### config.mk
export PLATFORM = sky130hd
export DESIGN_NAME = serial_add_seq
export DESIGN_NICKNAME = d
export VERILOG_FILES = /design/src/rtl/serial_add_seq.sv
export SDC_FILE = /design/constraint.sdc
export NUM_CORES = 1
export LEC_CHECK = 0
export ABC_AREA = 0
export CAP_MARGIN = 20
export CORE_AREA = 2 2 60 62
export CTS_BUF_LIST = sky130_fd_sc_hd__clkbuf_16
export DETAILED_ROUTE_END_ITERATION = 7
export DIE_AREA = 0 0 62 64
export GPL_ROUTABILITY_DRIVEN = 0
export MAX_ROUTING_LAYER = met4
export PLACE_DENSITY_LB_ADDON = 0.12
export SKIP_CTS_REPAIR_TIMING = 1
export SLEW_MARGIN = 25
export SYNTH_ARGS = -nofsm -noshare
export SYNTH_HDL_FRONTEND = slang
export SYNTH_SLANG_ARGS = --single-unit
### constraint.sdc
create_clock -name clk -period 4.2 [get_ports clk]
set_input_delay 0.63 -clock clk [delete_from_list [all_inputs] [get_ports clk]]
set_output_delay 0.63 -clock clk [all_outputs]
set_load 0.01 [all_outputs]
### src/rtl/serial_add_seq.sv
// Bit-serial adder sequencer: feeds one {a,b,carry} triple per clock to an
// external full-adder stage and assembles the WIDTH-bit sum plus carry-out.
module serial_add_seq #(
  parameter int WIDTH = 8
) (
  input  logic             clk,
  input  logic             rst_n,
  input  logic             start,
  input  logic [WIDTH-1:0] a_in,
  input  logic [WIDTH-1:0] b_in,
  input  logic             cin_in,
  output logic [2:0]       fa_din,
  input  logic             fa_sum,
  input  logic             fa_cout,
  output logic             busy,
  output logic             done,
  output logic [WIDTH-1:0] sum_out,
  output logic             cout_out
);

  localparam int CW = (WIDTH > 1) ? $clog2(WIDTH) : 1;
  localparam logic [CW-1:0] LAST = CW'(WIDTH - 1);

  localparam logic [0:0] IDLE = 1'b0;
  localparam logic [0:0] RUN  = 1'b1;

  logic [0:0]       state;
  logic [WIDTH-1:0] a_sr;
  logic [WIDTH-1:0] b_sr;
  logic [WIDTH-1:0] s_sr;
  logic             carry;
  logic [CW-1:0]    cnt;

  // Outputs toward the adder stage come only from registers, so there is no
  // combinational loop through fa_sum/fa_cout.
  assign busy   = (state == RUN);
  assign fa_din = (state == RUN) ? {a_sr[0], b_sr[0], carry} : 3'b000;

  always_ff @(posedge clk or negedge rst_n) begin
    if (!rst_n) begin
      state    <= IDLE;
      a_sr     <= '0;
      b_sr     <= '0;
      s_sr     <= '0;
      carry    <= 1'b0;
      cnt      <= '0;
      done     <= 1'b0;
      sum_out  <= '0;
      cout_out <= 1'b0;
    end else begin
      done <= 1'b0;
      if (state == IDLE) begin
        if (start) begin
          a_sr  <= a_in;
          b_sr  <= b_in;
          carry <= cin_in;
          cnt   <= '0;
          state <= RUN;
        end
      end else begin
        a_sr  <= {1'b0, a_sr[WIDTH-1:1]};
        b_sr  <= {1'b0, b_sr[WIDTH-1:1]};
        s_sr  <= {fa_sum, s_sr[WIDTH-1:1]};
        carry <= fa_cout;
        cnt   <= cnt + 1'b1;
        // Final bit: publish the completed word directly from the live sum bit.
        if (cnt == LAST) begin
          sum_out  <= {fa_sum, s_sr[WIDTH-1:1]};
          cout_out <= fa_cout;
          done     <= 1'b1;
          state    <= IDLE;
        end
      end
    end
  end

endmodule

Word-level counts from Yosys, hierarchy flattened --
Cells that the tools add are included.
Storage, ports and cells: bits in registers 39, bits of input ports 22, output and inout bits 14, logic and storage cells 27
Operators by class: $add $sub $neg 1, equal/unequal tests 1, multiplexer cells 14, reduce and logical (&&, ||, !) cells 2
Operators by type and width (number):
- 8-bit 2-to-1 mux | 4
- 3-bit 2-to-1 mux | 3
- 1-bit 2-to-1 mux | 7
- 3-bit by 1-bit adder with 3-bit output, second input constant | 1
- 3-bit equality test, second input constant | 1
- 2-bit AND reduction | 1
- 2-bit nonzero test | 1

Depth between registers and ports, before layout --
depth in word-level cells 3, depth in mapped cells 4

Least setup slack after synthesis --
Ideal clock, no wire load.
path type register -> output, start point register state, in the netlist busy, end point output fa_din[0], data arrival time 940 ps, data required time 3570 ps, path slack 2630 ps, stages on the path, launching flop included 4, buffers on the path 2, cells stage by stage dfrtp_1 > buf_6 > buf_2 > and2_1
Between the ends: word-level cells in the longest chain between the ends 1
RTL lines:
- start: declaration | RTL line 27 | logic [0:0] state;
- start signal: assignment | RTL line 41 | state <= IDLE;
- start signal: assignment | RTL line 58 | state <= RUN;
- start signal: assignment | RTL line 71 | state <= IDLE;
- 3-bit 2-to-1 mux | RTL line 37 | assign fa_din = (state == RUN) ? {a_sr[0], b_sr[0], carry} : 3'b000;
- end: declaration | RTL line 12 | output logic [2:0] fa_din,
No other way between the ends.

Worst setup path in the final report --
start point register state, in the netlist busy, end point output fa_din[1]
The elaborated chain is that of the path after synthesis.

==> run_results.csv <==
group,metric,value,unit
critical_path,crit_fanout,31,
layout,antennaDiodeCount,0,
status,status,"complete, no violations",
cts,htreeDepth,2,
floorplanning,row_count,21,
place,io_buffers,35,
route,via_per_inst,4.86,
cts,cts_tree,"yes",
grt,grt_pass1_vias,1044,
cts,root_buffer,"clkbuf_16",
sta,hold_viol,0,
layout,drive_above_1_share,0.180,
critical_path,critPathCaptureType,"output port",
critical_path,crit_type,"reg2out",
floorplanning,die_x,62,um
layout,seq_area,951,um^2
cts,clk_latency,0.27,ns
cts,clkTransAtPathRegs,0.05,ns
sta,rsz0062_at_grt,"no",
floorplanning,dieArea,3970,um^2
sta,fin_crit_sh,0.604,
critical_path,worstPathRequired,3.57,ns
sta,tns,0,ns
critical_path,rrSetupSlack,2.32,ns
critical_path,path_delay_family,"flip-flops",
floorplanning,initial_core_util,0.490,
layout,fillers,264,
power,p_per_area,729,nW/um^2
grt,grt_overflow_total,0,
layout,layout_commonest_cell,"dfrtp_1",
power,ir_drop,0.436,mV
floorplanning,ios,36,
sta,slew_headroom,0.460,
route,drc,0,
floorplanning,core,3280,um^2
critical_path,critPathSlowestCell,"dfrtp_1",
logic_synthesis,ys_top_cells_by_area,"dfrtp_1, mux2i_1, mux2_2",
critical_path,crit_arrival,1.91,ns
route,drt_iter0_drc,34,
critical_path,max_stage_delay,0.87,ns
sta,setup_viol,0,
cts,cts_buffers,5,
grt,grt_pass1_wl,4480,um
logic_synthesis,synthCells,124,
route,drt_wl_total,2630,um
critical_path,worstPathCellList,"and2_1 > clkdlybuf4s50_1",
logic_synthesis,netlist.area_leader.share,0.591,
floorplanning,fp.dieH,64,um
logic_synthesis,synth_top_cell_by_area,"dfrtp_1",
power,p_seq_frac,0.416,
layout,multiInputGateArea,589,um^2
cts,cts_buffer_depth,2,
logic_synthesis,yosysWarnings,0,
grt,antenna_found_initial,0,
place,dpl_worst_slack,1.78,ns
power,combPwrFrac,0.319,
logic_synthesis,synth_nets,148,
sta,skew,0.00262,ns
cts,clock_sinks,38,
grt,grt_max_degree,39,
power,power.leakage,0.978,nW
min_path,hp-class,"in2async",
power,netSwitchingFraction,0.281,
route,wl_per_cell,12.7,um
critical_path,r2r_end,"sum_out[6]$_DFFE_PN0P_",
critical_path,start_kind,"flop",
power,intPower,1.11,mW
layout,final_cell_mix,"dfrtp_1, clkdlybuf4s50_1, mux2i_1, mux2_2",
layout,fin_util,0.645,
sta,tightest_slew,0.811,ns
sta,fin_crit,2.54,ns
layout,fin_nets,184,
grt,grt_usage,0.158,
power,clockPowerShare,0.264,
sta,worst_slack,1.66,ns
logic_synthesis,syn_avg_cell_area,13.0,um^2
logic_synthesis,synth-seq-cells,38,
logic_synthesis,seq_area_frac_synth,0.591,
route,vias,1006,
critical_path,worstReg2RegStart,"busy$_DFF_PN0_",
sta,drv_slew,0,
sta,fmax,394,MHz
power,p_switching,0.434,mW
place,hpwl,1820,um
layout,areaGrowthSynthToFinish,31.8,%
critical_path,rr_worst_depth,3,
logic_synthesis,ys_types,18,
critical_path,critical_path_buf_inv_count,1,
logic_synthesis,syn_area,1610,um^2
run,max_cap_violations,0,
route,dr.pass1.iters,3,
route,ant_nets,0,
per-layer routing:
layer	routed length, um	up-vias	global-route usage
li1	-	497	-
met3	134	6	0.0547
met1	1180	479	0.182
met5	0	-	-
met4	38	0	0.0479
met2	1280	24	0.254
flip-flops by register name, summed over array words and instances (netlist names):
| register | flops |
|---|---|
| s_sr | 7 |
| busy | 1 |
| sum_out | 8 |
| done | 1 |
| carry | 1 |
| cout_out | 1 |
| a_sr | 8 |
| b_sr | 8 |
| cnt | 3 |
Yosys cell counts:
master / n
dfrtp_1: 38
buf_12: 1
mux2_2: 16
nand2_2: 1
nand2_1: 15
clkbuf_1: 1
buf_4: 2
o21ai_0: 15
and2_1: 3
buf_6: 1
mux2i_1: 19
inv_1: 2
ha_1: 2
nor2_2: 1
a22o_1: 2
nand2b_1: 1
nor2_1: 2
buf_2: 2
cell type report:
class | instances | share of cell area
flip-flops and latches | 38 | 0.449
well taps | 46 | 0.0272
clock buffers | 5 | 0.0591
clock inverters | 3 | 0.0189
repair buffers | 36 | 0.164
inverters | 2 | 0.00354
multi-input cells | 77 | 0.278
logic make-up (layout without fill, tap and decap cells):
kind of cell,Yosys count,in the layout,share of synthesized area
flops,38,38,0.591
buf+inv,9,46,0.0420
mux,35,35,0.230
simple gates,23,23,0.0630
compound gates,17,17,0.0576
fa+ha+maj,2,2,0.0156
worst max-delay path by stage:
stage / start / to / cells after the start
after floorplan: busy$_DFF_PN0_ / fa_din[0] / 3
after global placement: start / b_sr[0]$_DFFE_PN0P_ / 3
after detailed placement: start / b_sr[0]$_DFFE_PN0P_ / 3
after CTS: busy$_DFF_PN0_ / fa_din[1] / 2
after global routing: busy$_DFF_PN0_ / fa_din[1] / 2
final: busy$_DFF_PN0_ / fa_din[1] / 2
power groups by stage:
stage / Combinational, mW / Clock (mW) / Sequential (mW)
final: 0.493 / 0.408 / 0.643
after global routing: 0.550 / 0.436 / 0.672
after CTS: 0.505 / 0.419 / 0.646
after detailed placement: 0.504 / 0 / 0.651
after global placement: 0.485 / 0 / 0.646
after floorplan: 0.333 / 0 / 0.628
through the flow:
stage               hold slack (ns)  cell area, um^2  cells  power (mW)
floorplan                     0.334             1610    124       0.962
global placement              0.464             1960    199        1.13
detailed placement            0.475             1960    199        1.16
CTS                           0.487             2120    207        1.57
global route                  0.515             2120    207        1.66
finish                        0.447             2120    207        1.54
(Power assumes the default switching activity.)
